### config.mk
export PLATFORM = sky130hd
export DESIGN_NAME = fp_normalise_pipe
export DESIGN_NICKNAME = d
export VERILOG_FILES = /design/src/rtl/fp_normalise_pipe.sv
export SDC_FILE = /design/constraint.sdc
export NUM_CORES = 1
export LEC_CHECK = 0
export CAP_MARGIN = 40
export CORE_MARGIN = 2
export CORE_UTILIZATION = 30
export CTS_CLUSTER_SIZE = 14
export DETAILED_ROUTE_END_ITERATION = 8
export GPL_ROUTABILITY_DRIVEN = 0
export PLACE_DENSITY = 0.58
export SYNTH_ARGS = -nofsm -noshare
export SYNTH_HDL_FRONTEND = slang
export SYNTH_SLANG_ARGS = --single-unit
### constraint.sdc
create_clock -name clk -period 22.1 [get_ports clk]
set_clock_uncertainty 0.2 [all_clocks]
set_input_delay 4.42 -clock clk [delete_from_list [all_inputs] [get_ports clk]]
set_output_delay 4.42 -clock clk [all_outputs]
set_load 0.005 [all_outputs]
### src/rtl/fp_normalise_pipe.sv
// fp_normalise_pipe: two-stage IEEE-754 post-normaliser with a valid/ready handshake.
// Define FP_NORM_ROUND_EN for round-to-nearest-even; the default build truncates.

module fp_normalise_pipe #(
   parameter int EXP_W = 8,
   parameter int MAN_W = 23,
   parameter int GRD_W = 3,
   localparam int IN_W = MAN_W + 2 + GRD_W
) (
   input  logic             clk,
   input  logic             rst_n,
   input  logic             in_valid,
   output logic             in_ready,
   input  logic             in_sign,
   input  logic [EXP_W-1:0] in_exp,
   input  logic [IN_W-1:0]  in_mant,
   output logic             out_valid,
   input  logic             out_ready,
   output logic             out_sign,
   output logic [EXP_W-1:0] out_exp,
   output logic [MAN_W-1:0] out_frac,
   output logic             out_zero,
   output logic             out_ovf,
   output logic             out_unf
);

   localparam int N_W  = IN_W - 1;
   localparam int X_W  = EXP_W + 2;
   localparam int LZ_W = $clog2(N_W + 1);
   localparam logic [LZ_W-1:0]       LZ_ONE = {{(LZ_W-1){1'b0}}, 1'b1};
   localparam logic signed [X_W-1:0] X_ZERO = {X_W{1'b0}};
   localparam logic signed [X_W-1:0] X_ONE  = {{(X_W-1){1'b0}}, 1'b1};
   localparam logic signed [X_W-1:0] X_MAX  = {2'b00, {EXP_W{1'b1}}};

`ifdef FP_NORM_ROUND_EN
   localparam logic ROUND_EN = 1'b1;
`else
   localparam logic ROUND_EN = 1'b0;
`endif

   function automatic logic [LZ_W-1:0] lzc(input logic [N_W-1:0] v);
      logic [LZ_W-1:0] n;
      logic            hit;
      n   = {LZ_W{1'b0}};
      hit = 1'b0;
      for (int i = N_W - 1; i >= 0; i--) begin
         if (hit || v[i]) begin
            hit = 1'b1;
         end else begin
            n = n + LZ_ONE;
         end
      end
      return n;
   endfunction

   logic                    s1_valid_q, s1_valid_d;
   logic                    s1_sign_q,  s1_sign_d;
   logic signed [X_W-1:0]   s1_exp_q,   s1_exp_d;
   logic [N_W-1:0]          s1_norm_q,  s1_norm_d;
   logic                    out_valid_q, out_valid_d;
   logic                    out_sign_q,  out_sign_d;
   logic [EXP_W-1:0]        out_exp_q,   out_exp_d;
   logic [MAN_W-1:0]        out_frac_q,  out_frac_d;
   logic                    out_zero_q,  out_zero_d;
   logic                    out_ovf_q,   out_ovf_d;
   logic                    out_unf_q,   out_unf_d;

   logic                    s2_adv_s, s1_adv_s;
   logic [N_W-1:0]          m_low_s, norm_s;
   logic [LZ_W-1:0]         lz_s;
   logic signed [X_W-1:0]   exp_in_s, exp_n_s, exp_r_s;
   logic [MAN_W-1:0]        frac_s, frac_r_s;
   logic                    guard_s, rs_s, round_up_s, rc_s;

   assign s2_adv_s = !out_valid_q || out_ready;
   assign s1_adv_s = s2_adv_s || !s1_valid_q;
   assign in_ready = rst_n && s1_adv_s;

   // Stage 1: bring the leading one to the hidden position
   always_comb begin
      m_low_s  = in_mant[N_W-1:0];
      lz_s     = lzc(m_low_s);
      exp_in_s = $signed({2'b00, in_exp});
      if (in_mant[IN_W-1]) begin
         norm_s    = in_mant[IN_W-1:1];
         norm_s[0] = in_mant[1] | in_mant[0];
         exp_n_s   = exp_in_s + X_ONE;
      end else if (in_mant[IN_W-2]) begin
         norm_s  = m_low_s;
         exp_n_s = exp_in_s;
      end else begin
         norm_s  = m_low_s << lz_s;
         exp_n_s = exp_in_s - $signed({{(X_W-LZ_W){1'b0}}, lz_s});
      end
   end

   // Stage 2 datapath plus pipeline next-state; an empty hidden bit after S1 means zero
   always_comb begin
      frac_s     = s1_norm_q[N_W-2:GRD_W];
      guard_s    = s1_norm_q[GRD_W-1];
      rs_s       = |s1_norm_q[GRD_W-2:0];
      round_up_s = ROUND_EN & guard_s & (rs_s | frac_s[0]);
      {rc_s, frac_r_s} = {1'b0, frac_s} + {{MAN_W{1'b0}}, round_up_s};
      exp_r_s    = s1_exp_q + (rc_s ? X_ONE : X_ZERO);

      out_valid_d = out_valid_q;
      out_sign_d  = out_sign_q;
      out_exp_d   = out_exp_q;
      out_frac_d  = out_frac_q;
      out_zero_d  = out_zero_q;
      out_ovf_d   = out_ovf_q;
      out_unf_d   = out_unf_q;
      if (s2_adv_s) begin
         out_valid_d = s1_valid_q;
         out_sign_d  = s1_sign_q;
         out_zero_d  = 1'b0;
         out_ovf_d   = 1'b0;
         out_unf_d   = 1'b0;
         out_exp_d   = {EXP_W{1'b0}};
         out_frac_d  = {MAN_W{1'b0}};
         if (!s1_norm_q[N_W-1]) begin
            out_zero_d = 1'b1;
         end else if (exp_r_s >= X_MAX) begin
            out_exp_d = {EXP_W{1'b1}};
            out_ovf_d = 1'b1;
         end else if (exp_r_s <= X_ZERO) begin
            out_unf_d = 1'b1;
         end else begin
            out_exp_d  = exp_r_s[EXP_W-1:0];
            out_frac_d = frac_r_s;
         end
      end else begin
         out_valid_d = out_valid_q;
      end

      s1_valid_d = s1_valid_q;
      s1_sign_d  = s1_sign_q;
      s1_exp_d   = s1_exp_q;
      s1_norm_d  = s1_norm_q;
      if (s1_adv_s) begin
         s1_valid_d = in_valid;
         s1_sign_d  = in_sign;
         s1_exp_d   = exp_n_s;
         s1_norm_d  = norm_s;
      end else begin
         s1_valid_d = s1_valid_q;
      end
   end

   // Pipeline registers with synchronous active-low reset
   always_ff @(posedge clk) begin
      if (!rst_n) begin
         s1_valid_q  <= 1'b0;
         s1_sign_q   <= 1'b0;
         s1_exp_q    <= X_ZERO;
         s1_norm_q   <= {N_W{1'b0}};
         out_valid_q <= 1'b0;
         out_sign_q  <= 1'b0;
         out_exp_q   <= {EXP_W{1'b0}};
         out_frac_q  <= {MAN_W{1'b0}};
         out_zero_q  <= 1'b0;
         out_ovf_q   <= 1'b0;
         out_unf_q   <= 1'b0;
      end else begin
         s1_valid_q  <= s1_valid_d;
         s1_sign_q   <= s1_sign_d;
         s1_exp_q    <= s1_exp_d;
         s1_norm_q   <= s1_norm_d;
         out_valid_q <= out_valid_d;
         out_sign_q  <= out_sign_d;
         out_exp_q   <= out_exp_d;
         out_frac_q  <= out_frac_d;
         out_zero_q  <= out_zero_d;
         out_ovf_q   <= out_ovf_d;
         out_unf_q   <= out_unf_d;
      end
   end

   assign out_valid = out_valid_q;
   assign out_sign  = out_sign_q;
   assign out_exp   = out_exp_q;
   assign out_frac  = out_frac_q;
   assign out_zero  = out_zero_q;
   assign out_ovf   = out_ovf_q;
   assign out_unf   = out_unf_q;

endmodule

==> results.md, run 1 <==
Floorplanning:
- The placeable core region is 0.0252 mm2.
- The floorplan has 58 rows.
- Measured along the x axis, the die boundary spans 164 um.
- 78 I/O pins were placed.
- The die is 164 um tall.
- The die covers 0.0270 mm2.
- The starting density of the core is 0.306.

Finish:
- The area taken by flip-flops and latches is 0.00144 mm2.
- The final design utilization is 0.374.
- The finished cells cover 0.00941 mm2.
- The number of antenna cells inserted is 0.
- The final layout contains 1154 nets.
- The filler cells instantiated in the layout total 2586.
- In the final layout, the share of cells above drive strength 1 is 0.124.
- The synthesis-to-finish area growth is 22.0%.
- In the final layout, the multi-input gates occupy 0.00607 mm2.

Global route:
- The first global-routing pass estimated 37.2 mm of wire.
- The number of antenna violations at the first check in global routing is 0.
- The pin count of the biggest net entering global routing is 43.
- The number of global-route vias before repair is 6932.
- The global route total overflow is 0.
- Across every metal layer, demand over resource in global routing totals 0.171.

Logic synthesis:
- The count of yosys warnings during synthesis is 0.
- The number of different library cells in the post-synthesis netlist is 95.
- The share of the synthesized area in the top cell type is 0.187.
- The count of mapped cells out of synthesis is 1023.
- The synthesized design contains 0 enable-type register cells.
- The average instance in the mapped netlist occupies 7.54 um2.
- The synthesized design contains 72 register bits.
- In the post-synthesis netlist, the biggest area contributors are sky130_fd_sc_hd__dfxtp_1 (19%), sky130_fd_sc_hd__mux2i_1 (10%), sky130_fd_sc_hd__nand2_1 (5.6%), sky130_fd_sc_hd__ha_1 (4.9%), sky130_fd_sc_hd__nor2_1 (4.9%).
- Of all cell types, the one taking the most synthesized area is sky130_fd_sc_hd__dfxtp_1.
- The async set-reset flop share out of synthesis is 0.
- The net count after synthesis is 1095.
- The dominant register cell in the synthesized netlist is sky130_fd_sc_hd__dfxtp_1.
- The sequential-to-total area share from yosys stat is 0.187.
- The total standard cell area after synthesis is 0.00772 mm2.

Clock network:
- The maximum number of buffers from clock root to sink is 2.
- The worst-skew pair later-pin latency is 0.33 ns.
- The TritonCTS clock tree is done.
- The number of clock sinks is 72.
- The root cell of the clock tree is sky130_fd_sc_hd__clkbuf_16.
- After clock tree synthesis, the clock-pin slew on the worst setup and hold paths is 0.06 ns.
- The CTS buffer count is 9.
- The number of H-tree levels is 3.

Setup path:
- The classification of the worst setup path is in -> reg.
- The startpoint type of the worst setup path is an input pin.
- Across all register-to-register paths, the minimum setup slack is 19.21 ns.
- In this run the critical register-to-register path is captured at out_frac[3]$_SDFFE_PN0P_.
- The depth of the worst register-to-register path is 6.
- STA classifies the critical path endpoint as a flip-flop.
- The arrival time of the worst setup path is 21.37 ns.
- The required time of the worst setup path is 22.18 ns.
- Counting both buffers and inverters, the worst setup path holds a total of 7.
- In this run the number of cells on the critical path is 85.
- The maximum fanout encountered on the critical timing path is 27.
- The worst setup path startpoint is in_mant[25].
- The last element of the critical path is s1_norm_q[26]$_SDFFE_PN0N_.
- The worst register-to-register path begins at s1_exp_q[5]$_SDFFE_PN0N_.
- The cell that appears most often on the critical path is sky130_fd_sc_hd__ha_1.
- The largest single stage delay on the critical path is 0.51 ns.
- The slowest stage of the critical path is the sky130_fd_sc_hd__clkdlybuf4s50_1 cell.
- The top cell family by delay on the critical path is adder cells.

Power and ir drop:
- The worst supply voltage drop on vdd is 0.0440 mV.
- The analysis attributes to net switching a power of 0.128 mW.
- The share of total power dissipated in combinational logic is 0.314.
- The share of total power dissipated in sequential elements is 0.353.
- The share of total power dissipated in the clock network is 0.333.
- The analysis attributes to cell leakage a power of 3.65 nW.
- The internal power contribution is 0.277 mW.
- The total power divided by cell area is 43.0 mW/mm2.
- The switching share of total power is 0.316.

Routing:
- The detailed-route wire length per cell is 17.0 um.
- The final route contains 7678 vias.
- For this block, the initial DRC count from the detailed router was 664.
- The wire length after detailed routing is 24.1 mm.
- Dividing the detail-routed via count by the number of cells gives 5.42.
- In this run the remaining antenna-violating nets after routing total 0.
- In the routed design, unresolved DRC markers number 0.
- The first detailed-routing pass ran for 5 iterations.

STA:
- The final hold violation count was 0.
- The achievable clock frequency is 0.0470 GHz.
- The final-layout setup total negative slack is 0 ns.
- The final critical-path share of the clock period is 0.963.
- The slew at the pin with the worst max-slew slack is 0.898 ns.
- The smallest clock period supported by the final layout is computed as 21.29 ns.
- The max-slew headroom at the worst pin is 0.401.
- The final number of max-transition violations is 0.
- The final-report setup violation count is 0.

Worst hold path:
- The number of cells traversed by the worst hold path is 2.
- The class of the worst hold path is reg -> reg.

Job:
- Max-cap violations in this run came to 0.

Placed design:
- The placed wire-length estimate is 18.1 mm.
- In this run the cell area measured after placement is 0.00885 mm2.
- The number of I/O port buffers is 77.

Outcome:
- The run finished with clean final reports.
## power by group through the flow
stage / combinational (mW) / clock, mW / sequential, mW
3_3_place_gp: 0.115 / 0 / 0.146
2_1_floorplan: 0.0767 / 0 / 0.144
4_1_cts: 0.117 / 0.137 / 0.143
5_1_grt: 0.140 / 0.141 / 0.144
3_5_place_dp: 0.116 / 0 / 0.146
6_report: 0.127 / 0.135 / 0.143
## cell type report
cell class,instances,area share
clock buffers,14,0.0281
clock inverters,2,0.00146
inverters,28,0.0112
multi-input cells,849,0.645
flip-flops and latches,72,0.153
well taps,330,0.0439
repair buffers,122,0.118
## registers in the layout, summed over array words and instances, names as in the netlist, 8 cells and up
signal and flops:
s1_norm_q 24, out_frac 23, s1_exp_q 10, out_exp 8
## kinds of logic after synthesis
| kind of cell | synth area share |
|---|---|
| AO/OA/AOI/OAI | 0.230 |
| XOR/XNOR | 0.0988 |
| adder cells (fa/ha/maj) | 0.0564 |
| buffers and inverters | 0.0517 |
| flip-flops | 0.187 |
| multiplexers | 0.126 |
| AND/OR/NAND/NOR | 0.251 |
## worst min-delay path, stage by stage (launching register included)
cell                      delay (ns)
sky130_fd_sc_hd__dfxtp_1        0.31
sky130_fd_sc_hd__nand2_1        0.05
sky130_fd_sc_hd__a21oi_1        0.05
## cells in the mapped netlist (all sizes together), types with 13 or more instances
master  instances
clkbuf         65
ha             30
a31oi          17
mux2           15
nand3          30
inv            26
nand2         117
xor2           13
a22oi          15
nand2b         13
nor3           25
a21oi          54
nand4          13
nor2          103
o211ai         19
a22o           14
xnor2          47
mux2i          79
dfxtp          72
o21ai          63
nor2b          27
## cells in the final DEF, fill, tap and decap left out, types with 13 or more instances in the layout
| master | count |
|---|---|
| sky130_fd_sc_hd__a21oi_1 | 48 |
| sky130_fd_sc_hd__a22o_1 | 14 |
| sky130_fd_sc_hd__a22oi_1 | 14 |
| sky130_fd_sc_hd__a31oi_1 | 17 |
| sky130_fd_sc_hd__buf_4 | 44 |
| sky130_fd_sc_hd__clkdlybuf4s50_1 | 76 |
| sky130_fd_sc_hd__dfxtp_1 | 72 |
| sky130_fd_sc_hd__ha_1 | 23 |
| sky130_fd_sc_hd__inv_1 | 23 |
| sky130_fd_sc_hd__mux2_2 | 13 |
| sky130_fd_sc_hd__mux2i_1 | 75 |
| sky130_fd_sc_hd__nand2_1 | 115 |
| sky130_fd_sc_hd__nand3_1 | 29 |
| sky130_fd_sc_hd__nand4_1 | 13 |
| sky130_fd_sc_hd__nor2_1 | 100 |
| sky130_fd_sc_hd__nor2b_1 | 25 |
| sky130_fd_sc_hd__nor3_1 | 24 |
| sky130_fd_sc_hd__o211ai_1 | 19 |
| sky130_fd_sc_hd__o21ai_0 | 53 |
| sky130_fd_sc_hd__xnor2_1 | 40 |
## through the flow
| stage | total power, mW | setup WS, ns | hold slack [ns] | std cells |
|---|---|---|---|---|
| global route | 0.425 | -0.143 | 0.267 | 1417 |
| CTS | 0.396 | 0.0447 | 0.255 | 1404 |
| detailed placement | 0.262 | -0.389 | 0.247 | 1388 |
| global placement | 0.260 | 0.171 | 0.242 | 1384 |
| finish | 0.405 | 0.809 | 0.253 | 1417 |
| floorplan | 0.221 | 0.0552 | 0.227 | 1023 |
## per-layer routing
metal / track usage / vias up / routed length, um
met5: 0 / - / 0
met4: 0.0395 / 0 / 349
met3: 0.0158 / 24 / 1170
met2: 0.291 / 221 / 11400
met1: 0.234 / 3581 / 11200
li1: - / 3852 / -
## worst min path at each step
stage                                            end                       start  slack [ns]
after CTS                     s1_sign_q$_SDFFE_PN0N_      s1_sign_q$_SDFFE_PN0N_        0.25
after global placement        s1_sign_q$_SDFFE_PN0N_      s1_sign_q$_SDFFE_PN0N_        0.24
after floorplan           s1_norm_q[18]$_SDFFE_PN0N_  s1_norm_q[18]$_SDFFE_PN0N_        0.23
after global routing          s1_sign_q$_SDFFE_PN0N_      s1_sign_q$_SDFFE_PN0N_        0.27
after detailed placement      s1_sign_q$_SDFFE_PN0N_      s1_sign_q$_SDFFE_PN0N_        0.25
final                         s1_sign_q$_SDFFE_PN0N_      s1_sign_q$_SDFFE_PN0N_        0.25
## timing repair
| item | CTS | global route |
|---|---|---|
| hold buffers | 0 | 0 |
| setup buffers | 0 | 13 |
| pin swaps | 0 | 18 |
| resized for setup | 2 | 38 |
| endpoints found under the setup margin | 3 | 33 |
Note: power is estimated with default switching activity, not from simulation.
==> run 2, diff against run 1 <==
--- a/config.mk
+++ b/config.mk
@@ -8,6 +8,7 @@
 export CAP_MARGIN = 40
 export CORE_MARGIN = 2
 export CORE_UTILIZATION = 30
+export CTS_BUF_LIST = sky130_fd_sc_hd__clkbuf_4
 export CTS_CLUSTER_SIZE = 14
 export DETAILED_ROUTE_END_ITERATION = 8
 export GPL_ROUTABILITY_DRIVEN = 0
==> run 2 against run 1 <==
Via count is 0.18% lower; total power shrank 16%; cell count unchanged; critical path depth grew 5; fmax up 0.34%; die area unchanged; design area down 2.2%; clock-buffer cell count shrank 2; non-clock buffer count down 1; largest cell class unchanged; largest power group unchanged; highest routed layer unchanged.
==> results.md, run 2 (synthesis results as in run 1) <==
Outcome:
- The run finished with clean final reports.

Floorplanning:
- The number of cell rows is 58.
- After floorplanning, the core was sized to cover 0.0252 mm2.
- The full die area is 0.0270 mm2.
- The die is 164 um tall.
- The number of ports placed on the die boundary is 78.
- The overall die width is 164 um.
- The starting density of the core is 0.306.

Setup path:
- The buffering stage count on the worst path with inverters included is 6.
- For flop-to-flop paths, the worst setup slack is 19.18 ns.
- The classification of the worst setup path is in -> reg.
- The maximum fanout encountered on the critical timing path is 6.
- The endpoint class of the critical path is a flip-flop.
- Counting stages on the worst path, the most repeated cell is sky130_fd_sc_hd__ha_1.
- The capturing point of the worst reg2reg path is out_frac[4]$_SDFFE_PN0P_.
- The longest individual stage delay on the worst path is 0.51 ns.
- The top cell family by delay on the critical path is adder cells.
- The depth of the worst register-to-register path is 6.
- STA classifies the critical path startpoint as an input pin.
- The critical register-to-register path startpoint is s1_exp_q[5]$_SDFFE_PN0N_.
- STA puts the critical path data required time at 22.26 ns.
- The highest-delay cell along the critical path is sky130_fd_sc_hd__clkdlybuf4s50_1.
- For the worst setup path, the data arrival time is 21.38 ns.

Clock network:
- The number of H-tree levels is 3.
- The CTS buffer count is 9.
- The number of clock sinks is 72.
- The number of hold buffers added after CTS was 0.
- No sink is reached through more buffers than the 2 on the longest clock path.
- The clock input transition at the sequential cells of the worst setup and hold paths is 0.12 ns.
- The tree is rooted in a sky130_fd_sc_hd__clkbuf_4.
- At the later pin of the worst-skew pair, clock insertion delay measures 0.43 ns.
- TritonCTS built the clock tree.

Finish:
- Compared with the post-synthesis result, the final layout area differs by 19.3%.
- The net count of the finished layout is 1153.
- The final design utilization is 0.366.
- The register with the most flip-flops in the layout has 24 of them.
- The most frequent standard cell in the layout excluding fill and tap cells is sky130_fd_sc_hd__nand2_1.
- In the layout the commonest cells are sky130_fd_sc_hd__nand2_1 (115), sky130_fd_sc_hd__nor2_1 (100), sky130_fd_sc_hd__mux2i_1 (76), sky130_fd_sc_hd__clkdlybuf4s50_1 (76), sky130_fd_sc_hd__dfxtp_1 (72).
- The proportion of layout cells with a drive suffix above 1 is 0.120.
- Counting flops per register, the top entry is s1_norm_q.

Global route:
- The wire length of the first global-routing pass is 37.0 mm.
- The number of antenna violations at the first check in global routing is 1.
- The number of global-route vias before repair was 6916.
- The total routing resource utilization after global routing is 0.171.
- The pin count of the biggest net entering global routing is 43.
- The global route total overflow is 0.

Routing:
- The detailed-route wire length per cell is 16.8 um.
- The routed design has 23.9 mm of wire.
- The remaining design rule violation count is 0.
- The total via count in the routed design is 7664.
- The first detailed-routing pass took 5 iterations.
- The count of nets left with antenna violations after detail routing is 0.
- Dividing the detail-routed via count by the number of cells gives 5.41.
- The iteration-0 DRC count of the detailed router is 631.

STA:
- The final number of max-transition violations is 0.
- The final critical path time including I/O delays and setup is 21.22 ns.
- Setup violations remaining at the end of the flow were counted as 0.
- The max-slew headroom at the worst pin is 0.405.
- The achievable clock frequency is 0.0471 GHz.
- For the pin with the worst max-slew slack, the measured transition is 0.893 ns.
- The final hold violation count was 0.
- Of the available clock period, the critical path in the final layout requires 0.960.

Power and ir drop:
- For this design the static power due to leakage is 3.58 nW.
- The total power divided by cell area is 36.9 mW/mm2.
- The post-route total power is 0.340 mW.
- Across the VDD grid, the largest voltage drop is 0.0297 mV.

Placed design:
- The number of I/O port buffers is 77.
- The placed wire-length estimate is 18.1 mm.

Worst hold path:
- The path class of the tightest hold or removal check is reg -> reg.
- The number of cells traversed by the worst hold path is 2.
- For hold timing, the worst endpoint is s1_sign_q$_SDFFE_PN0N_.
- The worst hold path begins at s1_sign_q$_SDFFE_PN0N_.

Job:
- The tool flagged a number of max-cap violations equal to 0.
## run 2: cell types whose count changed in the layout (fill, tap and decap cells not counted), moves of 2 or more
cell and change:
sky130_fd_sc_hd__clkbuf_4 +12, sky130_fd_sc_hd__clkbuf_16 -9, sky130_fd_sc_hd__clkbuf_1 -3, sky130_fd_sc_hd__clkbuf_8 -2
sky130_fd_sc_hd__clkinv_1 +2, sky130_fd_sc_hd__ha_4 -2
## run 2: area by class of cell
type,count,area [um2]
fill,2604,16000
multi-input combinational,849,6030
sequential,72,1440
timing repair buffer,121,1100
tap,330,413
inverter,28,105
clock buffer,12,90.1
clock inverter,4,21.3
antenna,1,2.50
## run 2: per-layer routing
layer  share of wire  GRT usage
met1            0.47      0.234
met2            0.47      0.289
met3           0.045     0.0173
met4           0.016     0.0372
met5               0          0
## run 2: worst max path at each step
stage	from	endpoint	slack, ns	cells past startpoint
floorplan	in_mant[26]	s1_exp_q[7]$_SDFFE_PN0N_	0.06	90
global placement	in_mant[25]	s1_exp_q[7]$_SDFFE_PN0N_	0.17	88
detailed placement	in_mant[25]	s1_exp_q[7]$_SDFFE_PN0N_	-0.39	88
CTS	in_mant[25]	s1_exp_q[7]$_SDFFE_PN0N_	0.006	88
global route	in_mant[25]	s1_exp_q[7]$_SDFFE_PN0N_	-0.1	90
finish	in_mant[25]	s1_exp_q[7]$_SDFFE_PN0N_	0.88	90
## run 2: report_power, final
group,switching [mW],total [mW],internal [mW],leakage [nW]
sequential,0.00526,0.143,0.138,0.592
combinational,0.0696,0.126,0.0561,2.92
clock,0.0451,0.0714,0.0263,0.0664
## run 2: metrics by stage
stage	hold slack, ns	area (um2)	instances	setup TNS, ns	setup WS, ns
final	0.264	9210	1417	0	0.880
after global routing	0.277	9210	1417	-0.216	-0.0958
after CTS	0.264	8960	1404	0	0.00618
after detailed placement	0.247	8850	1388	-3.23	-0.389
after global placement	0.242	8820	1384	0	0.171
after floorplan	0.227	7720	1023	0	0.0552
## run 2: timing repair
action                                  in CTS  in global routing
setup buffers                                0                 12
endpoints found under the setup margin       0                 33
gates resized for setup                      0                 34
## run 2: tightest hold or removal path, delay by kind of cell, from the launching register on
| kind | cells | cell delay (ns) |
|---|---|---|
| flops | 1 | 0.33 |
| compound gates | 1 | 0.05 |
| simple gates | 1 | 0.05 |
==> run 3, diff against run 2 <==
--- a/config.mk
+++ b/config.mk
@@ -6,9 +6,10 @@
 export NUM_CORES = 1
 export LEC_CHECK = 0
 export CAP_MARGIN = 40
+export CORE_ASPECT_RATIO = 0.6
 export CORE_MARGIN = 2
 export CORE_UTILIZATION = 30
-export CTS_BUF_LIST = sky130_fd_sc_hd__clkbuf_4
+export CTS_BUF_LIST = sky130_fd_sc_hd__clkbuf_16
 export CTS_CLUSTER_SIZE = 14
 export DETAILED_ROUTE_END_ITERATION = 8
 export GPL_ROUTABILITY_DRIVEN = 0
==> constraint.sdc (replaced) <==
create_clock -name clk -period 22.1 [get_ports clk]
set_clock_uncertainty 0.2 [all_clocks]
set_input_delay 6.63 -clock clk [delete_from_list [all_inputs] [get_ports clk]]
set_output_delay 6.63 -clock clk [all_outputs]
set_load 0.005 [all_outputs]
==> run 3 against run 2 <==
The flow now finishes with violations (negative setup slack); design area is 18% higher; total power rose by 33%; clock-buffer cell count is 3 lower; wire length is 15% higher; global-route usage is 2.5 points higher; non-clock buffer count up 109; sequential share of layout area down 2.3 points; via count rose by 10%; cell count up 7.5%; register-to-register slack better by 0.08 ns; worst hold slack got worse by 0.011 ns.
==> results.md, run 3 (synthesis results as in run 1) <==
Setup path:
- The critical path is of the in -> reg type.
- In this run the worst path has a maximum fanout of 5.
- The endpoint class of the critical path is a flip-flop.
- For the worst setup path, the data arrival time is 22.75 ns.
- Data on the critical path is required at its endpoint by 22.12 ns.
- The longest individual stage delay on the worst path is 0.48 ns.
- The highest-delay cell along the critical path is sky130_fd_sc_hd__or4_4.
- The startpoint type of the worst setup path is an input pin.

Finish:
- In the layout the commonest cells are sky130_fd_sc_hd__buf_4 (136), sky130_fd_sc_hd__nand2_1 (110), sky130_fd_sc_hd__nor2_1 (94).
- The proportion of layout cells with a drive suffix above 1 is 0.259.
- The layout has 2536 filler cells.
- The number of antenna cells inserted is 0.
- The register with the most flip-flops in the layout has 24 of them.
- From synthesis to final layout, the design area changed by 40.4%.
- The cell area after layout is 0.0108 mm2.
- Counting flops per register, the top entry is s1_norm_q.
- The final layout contains 1262 nets.
- The library cell used most frequently in the layout, excluding fill and tap cells, is sky130_fd_sc_hd__buf_4.

Power and ir drop:
- The power share of the sequential group is 0.318.
- Of the total power, the share spent switching nets is 0.321.
- Of the total power, the clock network draws 0.305.
- The leakage power summed over all cells is 4.29 nW.
- The net switching power figure is 0.145 mW.
- IR analysis of the VDD net gives a maximum drop of 0.0386 mV.
- The internal power contribution is 0.306 mW.
- The post-route total power is 0.450 mW.
- Power spread over the standard cell area amounts to 41.6 mW/mm2.
- The combinational share of power is 0.376.

Floorplanning:
- After floorplanning, the core was sized to cover 0.0253 mm2.
- The floorplan step defined a die boundary enclosing 0.0271 mm2.
- The starting density of the core is 0.305.
- Measured along the y axis, the die boundary spans 128 um.
- The number of cell rows is 45.
- The die is 211 um wide.
- In this run the count of I/O pins placed on the die edge is 78.

Clock network:
- The clock input transition at the sequential cells of the worst setup and hold paths is 0.05 ns.
- The tree built by TritonCTS fans out to 72 sinks.
- The cell sitting at the root of the clock tree is a sky130_fd_sc_hd__clkbuf_16.
- The H-tree was split into 3 levels.
- After clock tree synthesis, the flow added hold-fix buffers numbering 0.
- TritonCTS built the clock tree.
- Buffers inserted during clock tree synthesis total 9.
- Clock latency on the worst-skew pair, taken at its later pin, is 0.33 ns.
- The maximum number of buffers from clock root to sink is 2.

Placed design:
- The cell area after placement is 0.00959 mm2.
- Summed over all nets, the half-perimeter wirelength after detailed placement is 21.0 mm.
- The number of I/O port buffers is 77.
- The worst setup slack after placement is -1.45 ns.

Global route:
- For this run, global-route usage on met2 was measured as 0.269.
- The number of antenna violations at the first check in global routing was 0.
- For this run, global-route usage on met1 was measured as 0.309.
- The first global-routing pass estimated 42.3 mm of wire.
- The highest-utilization routing layer at the global route stage is met1.
- The pin count of the biggest net entering global routing is 43.
- The total routing resource utilization after global routing is 0.196.
- The number of global-route vias before repair is 7695.
- After global routing the overflow that remains totals 0.
- The routing usage on met3 is 0.0537.

STA:
- The final number of max-transition violations is 0.
- Derived from the worst setup path, the maximum achievable clock frequency is 0.0440 GHz.
- Subtracting the final worst setup slack from the clock period gives 22.73 ns.
- The slew at the pin with the worst max-slew slack is 0.896 ns.
- The worst setup slack after layout is -0.631 ns.
- Dividing the final minimum period by the clock period gives 1.03.
- The final hold violation count is 0.
- The max-slew headroom at the worst pin is 0.400.
- Setup repair after global routing could not meet its margin everywhere.
- The final-report setup violation count is 32.

Routing:
- The pre-antenna-repair detailed-routing pass consisted of 7 iterations.
- In this run, the number of DRC markers left after iteration 0 of detailed routing was 876.
- The detailed router placed 8428 vias in this run.
- After detailed routing, the average wire length per cell comes to 18.0 um.
- In the routed design, unresolved DRC markers number 0.
- The count of nets left with antenna violations once routing finished came out at 0.
- The wire length after detailed routing is 27.4 mm.
- The via density per instance is 5.53.

Job:
- Across the run, the number of max-cap violations was 0.

Worst hold path:
- The tightest min-delay check is of the reg -> reg type.

Outcome:
- The checks that failed: negative setup slack.
- The flow ran to the end, but the final reports show violations.
-- run 3: changes by cell type in the layout (fill, tap and decap cells not counted), moves of 9 or more --
cell	change
sky130_fd_sc_hd__mux2i_4	+10
sky130_fd_sc_hd__buf_4	+93
sky130_fd_sc_hd__mux2_4	+10
sky130_fd_sc_hd__o21ai_1	+10
sky130_fd_sc_hd__clkbuf_4	-12
sky130_fd_sc_hd__mux2_2	-10
sky130_fd_sc_hd__mux2i_1	-15
sky130_fd_sc_hd__o21ai_0	-17
sky130_fd_sc_hd__clkbuf_16	+10
sky130_fd_sc_hd__buf_6	+9
-- run 3: stage by stage --
step	hold slack, ns	TNS (ns)	util	instances
floorplan	0.227	-15.09	-	1023
global placement	0.240	-26.54	0.379	1456
detailed placement	0.249	-39.57	0.379	1459
CTS	0.256	-2.77	0.402	1497
global route	0.269	-33.93	0.428	1523
finish	0.253	-11.31	0.428	1523
-- run 3: metal layers --
layer | routed length (um) | vias to the layer above
met2 | 10700 | 332
met4 | 68 | 0
met3 | 2480 | 12
met1 | 14100 | 4011
met5 | 0 | -
li1 | - | 4073
-- run 3: final cells by class --
cell class              instances  area [um2]  area share
well taps                     329         412      0.0380
repair buffers                230        2040       0.189
clock inverters                 6        55.1     0.00508
inverters                      28         113      0.0104
flip-flops and latches         72        1440       0.133
clock buffers                   9         225      0.0208
multi-input cells             849        6540       0.604
-- run 3: what timing repair did --
item / in CTS / in global routing
gates cloned: 0 / 1
resized for setup: 55 / 97
buffers inserted: 23 / 26
setup endpoints to repair: 33 / 33
pin swaps: 60 / 38
-- run 3: final timing paths --
path                             from                          to  slack [ns]  cells after the start
max reg2reg  s1_exp_q[1]$_SDFFE_PN0N_    out_frac[5]$_SDFFE_PN0P_       19.26                      6
max                       in_mant[25]  s1_norm_q[26]$_SDFFE_PN0N_       -0.63                     86
min reg2reg     out_sign$_SDFFE_PN0P_       out_sign$_SDFFE_PN0P_        0.25                      2
min             out_sign$_SDFFE_PN0P_       out_sign$_SDFFE_PN0P_        0.25                      2
-- run 3: power groups by stage --
stage	combinational, mW	sequential (mW)	clock, mW
after CTS	0.146	0.143	0.141
after floorplan	0.0823	0.144	0
after global placement	0.135	0.146	0
final	0.170	0.143	0.137
after detailed placement	0.137	0.146	0
after global routing	0.183	0.144	0.147
-- run 3: critical path, delay by kind of cell --
family,cells,cell delay (ns)
fa+ha+maj,23,6.12
mux,19,3.89
buf+inv,8,0.80
xor+xnor,2,0.32
compound gates,17,2.48
simple gates,17,2.48
